--- src/rtl/multicycle_pkg.sv ---
// Shared types and encodings for the multi-cycle RV32I control unit.
package multicycle_pkg;

  // Opcodes the controller understands
  localparam logic [6:0] OP_LW    = 7'b0000011;
  localparam logic [6:0] OP_SW    = 7'b0100011;
  localparam logic [6:0] OP_RTYPE = 7'b0110011;
  localparam logic [6:0] OP_IALU  = 7'b0010011;
  localparam logic [6:0] OP_BEQ   = 7'b1100011;
  localparam logic [6:0] OP_JAL   = 7'b1101111;

  // Controller sequencing states
  typedef enum logic [3:0] {
    FETCH,
    DECODE,
    MEMADR,
    MEMREAD,
    MEMWB,
    MEMWRITE,
    EXECUTER,
    EXECUTEI,
    ALUWB,
    BEQ,
    JAL,
    TRAP
  } state_t;

  // Immediate extender selects
  localparam logic [1:0] IMM_I = 2'b00;
  localparam logic [1:0] IMM_S = 2'b01;
  localparam logic [1:0] IMM_B = 2'b10;
  localparam logic [1:0] IMM_J = 2'b11;

  // ALU operations
  localparam logic [2:0] ALU_ADD = 3'b000;
  localparam logic [2:0] ALU_SUB = 3'b001;
  localparam logic [2:0] ALU_AND = 3'b010;
  localparam logic [2:0] ALU_OR  = 3'b011;
  localparam logic [2:0] ALU_SLT = 3'b101;

  // Coarse ALU request handed to the ALU decoder
  localparam logic [1:0] ALUOP_ADD   = 2'b00;
  localparam logic [1:0] ALUOP_SUB   = 2'b01;
  localparam logic [1:0] ALUOP_FUNCT = 2'b10;

  // Result mux
  localparam logic [1:0] RES_ALUOUT    = 2'b00;
  localparam logic [1:0] RES_DATA      = 2'b01;
  localparam logic [1:0] RES_ALURESULT = 2'b10;

  // ALU source muxes
  localparam logic [1:0] SRCA_PC    = 2'b00;
  localparam logic [1:0] SRCA_OLDPC = 2'b01;
  localparam logic [1:0] SRCA_RD1   = 2'b10;
  localparam logic [1:0] SRCB_RD2   = 2'b00;
  localparam logic [1:0] SRCB_IMM   = 2'b01;
  localparam logic [1:0] SRCB_FOUR  = 2'b10;

  // Per-state control word; enables that depend on live inputs are kept as qualifiers
  typedef struct packed {
    logic       adr_src;
    logic [1:0] result_src;
    logic [1:0] alu_src_a;
    logic [1:0] alu_src_b;
    logic [1:0] alu_op;
    logic       pc_always;
    logic       pc_on_ready;
    logic       pc_on_zero;
    logic       ir_on_ready;
    logic       mem_write_on_ready;
    logic       reg_write;
  } ctrl_t;

  // Moore control word for a given state; anything not set stays 0
  function automatic ctrl_t state_ctrl(input state_t s);
    ctrl_t c;
    c = '0;
    case (s)
      FETCH: begin
        c.alu_src_a   = SRCA_PC;
        c.alu_src_b   = SRCB_FOUR;
        c.alu_op      = ALUOP_ADD;
        c.result_src  = RES_ALURESULT;
        c.pc_on_ready = 1'b1;
        c.ir_on_ready = 1'b1;
      end
      DECODE: begin
        c.alu_src_a = SRCA_OLDPC;
        c.alu_src_b = SRCB_IMM;
      end
      MEMADR: begin
        c.alu_src_a = SRCA_RD1;
        c.alu_src_b = SRCB_IMM;
      end
      MEMREAD: begin
        c.adr_src    = 1'b1;
        c.result_src = RES_ALUOUT;
      end
      MEMWB: begin
        c.result_src = RES_DATA;
        c.reg_write  = 1'b1;
      end
      MEMWRITE: begin
        c.adr_src            = 1'b1;
        c.mem_write_on_ready = 1'b1;
      end
      EXECUTER: begin
        c.alu_src_a = SRCA_RD1;
        c.alu_src_b = SRCB_RD2;
        c.alu_op    = ALUOP_FUNCT;
      end
      EXECUTEI: begin
        c.alu_src_a = SRCA_RD1;
        c.alu_src_b = SRCB_IMM;
        c.alu_op    = ALUOP_FUNCT;
      end
      ALUWB: begin
        c.result_src = RES_ALUOUT;
        c.reg_write  = 1'b1;
      end
      BEQ: begin
        c.alu_src_a  = SRCA_RD1;
        c.alu_src_b  = SRCB_RD2;
        c.alu_op     = ALUOP_SUB;
        c.result_src = RES_ALUOUT;
        c.pc_on_zero = 1'b1;
      end
      JAL: begin
        c.alu_src_a  = SRCA_OLDPC;
        c.alu_src_b  = SRCB_FOUR;
        c.result_src = RES_ALUOUT;
        c.pc_always  = 1'b1;
      end
      default: c = '0;
    endcase
    return c;
  endfunction

  // Immediate format implied by the opcode
  function automatic logic [1:0] imm_src_for(input logic [6:0] op);
    logic [1:0] sel;
    case (op)
      OP_SW:   sel = IMM_S;
      OP_BEQ:  sel = IMM_B;
      OP_JAL:  sel = IMM_J;
      default: sel = IMM_I;
    endcase
    return sel;
  endfunction

endpackage

--- src/rtl/multicycle_control_alu_decoder.sv ---
// ALU decoder: turns the coarse ALU request plus instruction fields into an ALU operation.
module alu_decoder
  import multicycle_pkg::*;
#(
  parameter int F3_W = 3
) (
  input  logic [1:0]      alu_op,
  input  logic [F3_W-1:0] funct3,
  input  logic            funct7b5,
  input  logic            op5,
  output logic [2:0]      alu_control
);

  // Subtract on funct3 000 only for register-register ops with funct7[5] set
  always_comb begin
    alu_control = ALU_ADD;
    case (alu_op)
      ALUOP_ADD: alu_control = ALU_ADD;
      ALUOP_SUB: alu_control = ALU_SUB;
      ALUOP_FUNCT: begin
        case (funct3)
          3'b000:  alu_control = (op5 && funct7b5) ? ALU_SUB : ALU_ADD;
          3'b010:  alu_control = ALU_SLT;
          3'b110:  alu_control = ALU_OR;
          3'b111:  alu_control = ALU_AND;
          default: alu_control = ALU_ADD;
        endcase
      end
      default: alu_control = ALU_ADD;
    endcase
  end

endmodule

--- src/rtl/multicycle_control.sv ---
// Multi-cycle RV32I controller: sequences PC, memory, register file and ALU per instruction.
module multicycle_control
  import multicycle_pkg::*;
#(
  parameter int OP_W = 7,
  parameter int F3_W = 3
) (
  input  logic            clk,
  input  logic            rst_n,
  input  logic [OP_W-1:0] op,
  input  logic [F3_W-1:0] funct3,
  input  logic            funct7b5,
  input  logic            zero,
  input  logic            mem_ready,
  output logic            pc_write,
  output logic            adr_src,
  output logic            mem_write,
  output logic            ir_write,
  output logic            reg_write,
  output logic [1:0]      result_src,
  output logic [1:0]      alu_src_a,
  output logic [1:0]      alu_src_b,
  output logic [2:0]      alu_control,
  output logic [1:0]      imm_src,
  output logic            illegal
);

  state_t state_q, state_d;
  logic   illegal_q, illegal_d;
  ctrl_t  ctrl_q, ctrl_d;

  // Next state, sticky illegal flag and the control word for the upcoming state
  always_comb begin
    state_d = state_q;
    case (state_q)
      FETCH:    if (mem_ready) state_d = DECODE;
      DECODE: begin
        case (op)
          OP_LW, OP_SW: state_d = MEMADR;
          OP_RTYPE:     state_d = EXECUTER;
          OP_IALU:      state_d = EXECUTEI;
          OP_BEQ:       state_d = BEQ;
          OP_JAL:       state_d = JAL;
          default:      state_d = TRAP;
        endcase
      end
      MEMADR:   state_d = (op == OP_LW) ? MEMREAD : MEMWRITE;
      MEMREAD:  if (mem_ready) state_d = MEMWB;
      MEMWB:    state_d = FETCH;
      MEMWRITE: if (mem_ready) state_d = FETCH;
      EXECUTER: state_d = ALUWB;
      EXECUTEI: state_d = ALUWB;
      ALUWB:    state_d = FETCH;
      BEQ:      state_d = FETCH;
      JAL:      state_d = ALUWB;
      TRAP:     state_d = TRAP;
      default:  state_d = FETCH;
    endcase
    illegal_d = illegal_q | (state_d == TRAP);
    ctrl_d    = state_ctrl(state_d);
  end

  // State register with registered control word; reset lands in FETCH
  always_ff @(posedge clk or negedge rst_n) begin
    if (!rst_n) begin
      state_q   <= FETCH;
      illegal_q <= 1'b0;
      ctrl_q    <= state_ctrl(FETCH);
    end else begin
      state_q   <= state_d;
      illegal_q <= illegal_d;
      ctrl_q    <= ctrl_d;
    end
  end

  // Qualify enables with the handshake, branch flag and reset
  always_comb begin
    adr_src    = ctrl_q.adr_src;
    result_src = ctrl_q.result_src;
    alu_src_a  = ctrl_q.alu_src_a;
    alu_src_b  = ctrl_q.alu_src_b;
    pc_write   = rst_n & (ctrl_q.pc_always
                          | (ctrl_q.pc_on_ready & mem_ready)
                          | (ctrl_q.pc_on_zero & zero));
    ir_write   = rst_n & ctrl_q.ir_on_ready & mem_ready;
    mem_write  = rst_n & ctrl_q.mem_write_on_ready & mem_ready;
    reg_write  = rst_n & ctrl_q.reg_write;
    imm_src    = imm_src_for(op);
    illegal    = illegal_q;
  end

  alu_decoder #(
    .F3_W(F3_W)
  ) u_alu_decoder (
    .alu_op     (ctrl_q.alu_op),
    .funct3     (funct3),
    .funct7b5   (funct7b5),
    .op5        (op[5]),
    .alu_control(alu_control)
  );

endmodule

--- config.mk ---
export PLATFORM = sky130hd
export DESIGN_NAME = multicycle_control
export DESIGN_NICKNAME = d
export VERILOG_FILES = /design/src/rtl/multicycle_pkg.sv /design/src/rtl/multicycle_control_alu_decoder.sv /design/src/rtl/multicycle_control.sv
export SDC_FILE = /design/constraint.sdc
export NUM_CORES = 1
export LEC_CHECK = 0
export ABC_AREA = 0
export BUFFER_PORTS_ARGS = -buffer_cell sky130_fd_sc_hd__buf_2
export CORE_ASPECT_RATIO = 1.75
export CORE_MARGIN = 2
export CORE_UTILIZATION = 51
export DETAILED_ROUTE_END_ITERATION = 10
export PLACE_DENSITY = 0.88
export SLEW_MARGIN = 20
export SYNTH_ARGS = -nofsm -noshare
export SYNTH_HDL_FRONTEND = slang
export SYNTH_SLANG_ARGS = --single-unit
export TNS_END_PERCENT = 1
--- constraint.sdc ---
create_clock -name clk -period 2.4 [get_ports clk]
set_input_delay 0.36 -clock clk [delete_from_list [all_inputs] [get_ports clk]]
set_output_delay 0.36 -clock clk [all_outputs]
set_load 0.02 [all_outputs]
==> results.json, run 1 <==
{
  "synth_cells": 114,
  "cts-buffers-inserted": 3,
  "tightestPinTransition_ns": 0.571,
  "peakVddDrop_mv": 0.611,
  "io_pins": 32,
  "die_w_microns": 40.2,
  "clock-sinks": 19,
  "fmax_mhz": 463,
  "drc": 0,
  "holdPathStages": 2,
  "worstSetupEndpointType": "register",
  "antenna_found_initial": 0,
  "fin_skew_ns": 0.00436,
  "final_antenna_net_count": 0,
  "power.density_mw_per_mm2": 1170,
  "fillers": 200,
  "path_clk_slew_ns": 0.07,
  "tns_ns": 0,
  "max_slew_margin_pct": 61.4,
  "pre_cts_ws_ns": 0.278,
  "critPathLaunchType": "register",
  "p_comb_share_pct": 51.0,
  "cts.path.max_buffers": 2,
  "drt_iter0_markers": 24,
  "grt_pass1_wl_mm": 4.24,
  "synth_warnings": 0,
  "area_growth_pct": 15.3,
  "ys_seq_area_share_pct": 40.9,
  "cts_max_level": 1,
  "r2r_cells": 5,
  "clkPwrFrac_pct": 13.9,
  "rsz0062_at_grt": "false",
  "fin_cells": 167,
  "critPathTopFamily": "simple AND/OR/NAND/NOR gates",
  "portBuffers": 31,
  "worstSkewPairLatency_ns": 0.26,
  "switching_share_pct": 43.1,
  "max_stage_delay_ns": 0.58,
  "synth-seq-cells": 19,
  "internal-power_uw": 898,
  "final_nets": 160,
  "grt_pass1_vias": 990,
  "p_switching_uw": 680,
  "path_cells": "nor4b_1 > a41oi_1 > o22ai_1 > nand2_1 > o21bai_1",
  "slew_viol_final": 0,
  "period_share_pct": 89.9,
  "die_y_microns": 67.4,
  "async_reset_ff_share_pct": 100,
  "hold_path.class": "in2reg",
  "core_sq_mm": 0.00224,
  "synth_ff_type": "dfrtp_1",
  "critPathBufInv": 0,
  "firstDrtPassIters": 4,
  "crit_required_ns": 2.58,
  "seq_power_share_pct": 35.0,
  "grt_overflow_total": 0,
  "synth_edf_count": 0,
  "run_status": "completed",
  "initial_core_util_pct": 52.2,
  "ctsResizeCount": 0,
  "crit_cells": 5,
  "post_drt_wl_per_cell_microns": 15.5,
  "clockRootBuffer": "clkbuf_8",
  "placed_cells": 162,
  "grtUsageTotal_pct": 22.5,
  "finalSetupViolations": 0,
  "syn_area_sq_mm": 0.00117,
  "worstPathMaxFanout": 10,
  "grt_max_degree": 16,
  "drt-total-wl_mm": 2.59,
  "crit_slowest_cell": "nor4b_1",
  "yosysUniqueCellTypes": 50,
  "critPathKind": "reg2reg",
  "via_per_inst": 5.81,
  "die_area_sq_mm": 0.00271,
  "n_antenna_cell": 0,
  "rows": 23,
  "hold_violations": 0,
  "drive_above_1_share_pct": 37.3,
  "synth_nets": 131,
  "gp_congestion": 0.905,
  "min_period_ns": 2.16,
  "tritoncts": "done",
  "fin_ws_ns": 0.242,
  "vias": 971,
  "crit_arrival_ns": 2.34,
  "maxCapViolCount": 0,
  "cellLeakagePower_uw": 0.000653,
  "avgSynthCellArea_sq_um": 10.3,
  "hpwl_mm": 2.11
}
==> stage by stage <==
| stage | hold slack [ns] | utilization, % | power, uW | instance area (sq um) |
|---|---|---|---|---|
| floorplan | 0.0644 | - | 1210 | 1170 |
| global placement | 0.246 | 57.6 | 1320 | 1290 |
| detailed placement | 0.258 | 57.6 | 1360 | 1290 |
| CTS | 0.455 | 60.1 | 1580 | 1350 |
| global route | 0.466 | 60.1 | 1700 | 1350 |
| finish | 0.455 | 60.1 | 1580 | 1350 |
==> power groups by stage <==
stage / logic [uW] / registers (uW) / clock network (uW)
finish: 805 / 553 / 220
global route: 900 / 572 / 231
CTS: 807 / 552 / 223
detailed placement: 804 / 556 / 0
global placement: 770 / 549 / 0
floorplan: 703 / 511 / 0
==> cell families (layout without fill, tap and decap cells) <==
group	after synthesis	in the layout	share of synthesized area, %
AND/OR/NAND/NOR	53	53	31.5
XOR/XNOR	2	2	1.50
buffers and inverters	17	45	9.51
adder cells (fa/ha/maj)	2	2	2.14
flip-flops	19	19	40.9
AO/OA/AOI/OAI	21	21	14.4
==> synth_stat cells, types with 3 or more instances <==
cell type | instances | area, sq um
and3_1 | 4 | 25.0
inv_1 | 5 | 18.8
nor2_1 | 9 | 33.8
nor3_1 | 4 | 20.0
nand2b_1 | 5 | 31.3
buf_4 | 9 | 67.6
dfrtp_1 | 16 | 400
dfstp_2 | 3 | 78.8
nand2_1 | 7 | 26.3
==> per-layer routing <==
layer,global-route usage [%],wire [microns]
met5,0,0
met1,23.2,908
met4,15.4,69
met3,1.64,92
met2,39.9,1520
==> worst paths after layout <==
kind	startpoint	to	slack (ns)
hold / removal	mem_ready	result_src[0]	0.46
setup / recovery	state_q[3]	alu_src_a[0]	0.24
min in group asynchronous	rst_n	ctrl_q[1]	0.50
max in group asynchronous	rst_n	ctrl_q[2]	1.39
setup reg to reg	state_q[3]	alu_src_a[0]	0.24
hold reg to reg	illegal	illegal	0.49
==> state kept, by name, summed over array words and instances, names as in the netlist <==
register,cells
ctrl_q,7
state_q,4
alu_src_a,2
alu_src_b,2
result_src,2
adr_src,1
illegal,1
==> layout by cell type (no fill, tap or decap), types with 2 or more instances in the layout <==
cell	synthesis	routed
clkbuf_8	0	3
dfstp_2	3	3
nor2b_1	2	2
and3_1	4	4
buf_4	9	2
o21bai_1	2	2
nor2_1	9	9
dfrtp_1	16	16
nor3_1	4	4
nor4_2	2	2
nand2_1	7	7
inv_1	5	5
nand3b_1	2	2
a21oi_1	2	2
clkinv_2	1	2
buf_2	0	31
a31oi_1	2	2
nor3b_1	2	2
a21o_1	2	2
xor2_1	2	2
nand2b_1	5	5
nor4b_1	2	2
ha_1	2	2
==> cell type report <==
class / instances / area [sq um] / share of cell area, %
sequential: 19 / 479 / 35.5
inverter: 7 / 32.5 / 2.41
clock inverter: 1 / 5.00 / 0.371
tap: 25 / 31.3 / 2.32
timing repair buffer: 34 / 180 / 13.3
multi-input combinational: 78 / 581 / 43.0
clock buffer: 3 / 41.3 / 3.06
==> what timing repair did <==
| item | CTS | global route |
|---|---|---|
| setup buffers | 0 | 0 |
| endpoints found under the hold margin | 8 | 0 |
| hold buffers | 1 | 0 |
Power figures use the tool's default switching activity.
==> run 2, diff against run 1 <==
- CORE_ASPECT_RATIO: 1.75 -> unset
- CORE_UTILIZATION: 51 -> 54
- CTS_BUF_LIST: unset -> sky130_fd_sc_hd__clkbuf_4 sky130_fd_sc_hd__clkbuf_8
- PLACE_DENSITY: 0.88 -> 0.92
- SETUP_SLACK_MARGIN: unset -> 0.1
==> run 2 against run 1 <==
  * Non-clock buffer count stayed put
  * Global-route usage down 2.5 points
  * Via count fell by 3.1%
  * Setup slack better by 0.12 ns
  * Clock power shrank 30%
  * Sequential power shrank 2%
  * Cell area down 0.65%
  * Die area is 5.7% lower
  * Critical path type is now in2out
  * Highest routed layer unchanged
==> results.json, run 2 (synthesis gave the netlist of run 1 again) <==
{
  "run_status": "completed",
  "post_cts_buffers": 0,
  "grt_pass1_vias": 885,
  "hold_path.class": "in2reg",
  "endpoint": "pc_write",
  "post_drt_wl_per_cell_microns": 13.7,
  "critPathTopFamily": "buffers and inverters",
  "n_antenna_cell": 0,
  "final_antenna_net_count": 0,
  "period_share_pct": 84.8,
  "crit_arrival_ns": 1.68,
  "top_register": "ctrl_q",
  "drt-total-wl_mm": 2.32,
  "hold_violations": 0,
  "via_per_inst": 5.57,
  "final_nets": 160,
  "cellLeakagePower_uw": 0.000646,
  "critPathBufInv": 4,
  "initial_core_util_pct": 58.5,
  "cpMostUsedCell": "buf_2",
  "drc": 0,
  "gp_congestion": 0.862,
  "path_cells": "dlygate4sd3_1 > buf_2 > buf_4 > a21o_1 > buf_2",
  "grt_overflow_total": 0,
  "rsz0062_at_grt": "false",
  "critPathKind": "in2out",
  "crit_required_ns": 2.04,
  "io_pins": 32,
  "drive_above_1_share_pct": 38.0,
  "layout_commonest_cell": "buf_2",
  "tns_ns": 0,
  "slew_viol_final": 0,
  "hpwl_mm": 1.89,
  "grt_pass1_wl_mm": 3.83,
  "firstDrtPassIters": 4,
  "min_period_ns": 2.04,
  "rrSetupSlack_ns": 0.37,
  "clock-sinks": 19,
  "portBuffers": 31,
  "seq_area_sq_um": 479,
  "peakVddDrop_mv": 0.737,
  "cts.path.max_buffers": 2,
  "clockRootBuffer": "clkbuf_4",
  "vias": 941,
  "critPathLaunchType": "input pin",
  "r2r_cells": 5,
  "multiInputGateArea_sq_um": 588,
  "path_clk_slew_ns": 0.10,
  "placed_cells": 164,
  "grtUsageTotal_pct": 20.0,
  "worstSkewPairLatency_ns": 0.30,
  "grt_max_degree": 14,
  "power.density_mw_per_mm2": 1120,
  "drt_iter0_markers": 18,
  "largest_reg_flops": 7,
  "fillers": 167,
  "tritoncts": "done",
  "finalSetupViolations": 0,
  "reg2reg_to": "alu_src_b[0]",
  "top_regs": "ctrl_q: 7 flops, state_q: 4 flops",
  "crit_start": "rst_n",
  "max_slew_margin_pct": 60.6,
  "core_sq_mm": 0.00200,
  "cts-buffers-inserted": 3,
  "final_cell_mix": "31 x buf_2, 16 x dfrtp_1, 9 x nor2_1, 7 x nand2_1",
  "fmax_mhz": 491,
  "worstSetupEndpointType": "output pin",
  "tightestPinTransition_ns": 0.583,
  "die_y_microns": 50.6,
  "crit_cells": 5,
  "worstPathMaxFanout": 13,
  "rows": 16,
  "fin_skew_ns": 0.00450,
  "maxCapViolCount": 0,
  "antenna_found_initial": 0,
  "area_growth_pct": 14.5,
  "max_stage_delay_ns": 0.52,
  "crit_slowest_cell": "dlygate4sd3_1",
  "fin_cells": 169,
  "cts_max_level": 1,
  "die_area_sq_mm": 0.00256,
  "r2r-start": "state_q[1]",
  "die_w_microns": 50.6
}
-- run 2: how the worst min path moves through the flow --
stage / startpoint / to / slack [ns] / cells past startpoint
4_1_cts: mem_ready / result_src[0] / 0.40 / 2
3_3_place_gp: rst_n / ctrl_q[0] / 0.23 / 1
2_1_floorplan: rst_n / adr_src / 0.06 / 0
3_5_place_dp: rst_n / ctrl_q[0] / 0.24 / 1
6_report: mem_ready / result_src[0] / 0.41 / 2
5_1_grt: mem_ready / result_src[0] / 0.41 / 2
-- run 2: power breakdown --
group	internal, uW	switching (uW)
sequential	453	86.8
combinational	333	479
clock	62.2	91.2
-- run 2: per-layer routing --
metal	vias to the layer above	part of all wire, %	GRT usage (%)
li1	464	-	-
met1	442	43	22.4
met2	30	51	37.3
met3	5	4.6	4.76
met4	0	1.3	5.41
met5	-	0	0
-- run 2: layout make-up --
class                   instances  share of cell area [%]
multi-input cells              78                    43.8
flip-flops and latches         19                    35.7
repair buffers                 34                    13.4
well taps                      27                    2.52
inverters                       7                    2.43
clock buffers                   3                    1.68
clock inverters                 1                   0.373
-- run 2: through the flow --
stage	cell area (sq um)	util, %	total power, uW	setup slack [ns]	hold slack (ns)
4_1_cts	1340	66.7	1500	0.235	0.401
5_1_grt	1340	67.0	1620	0.261	0.405
2_1_floorplan	1170	-	1210	0.313	0.0644
6_report	1340	67.0	1510	0.364	0.408
3_5_place_dp	1300	64.8	1350	0.250	0.236
3_3_place_gp	1300	64.8	1310	0.266	0.231
-- run 2: repair_timing --
| item | in CTS | in global routing |
|---|---|---|
| endpoints found under the hold margin | 8 | 0 |
| setup endpoints to repair | 0 | 3 |
| hold buffers | 1 | 0 |
| gates resized for setup | 0 | 1 |
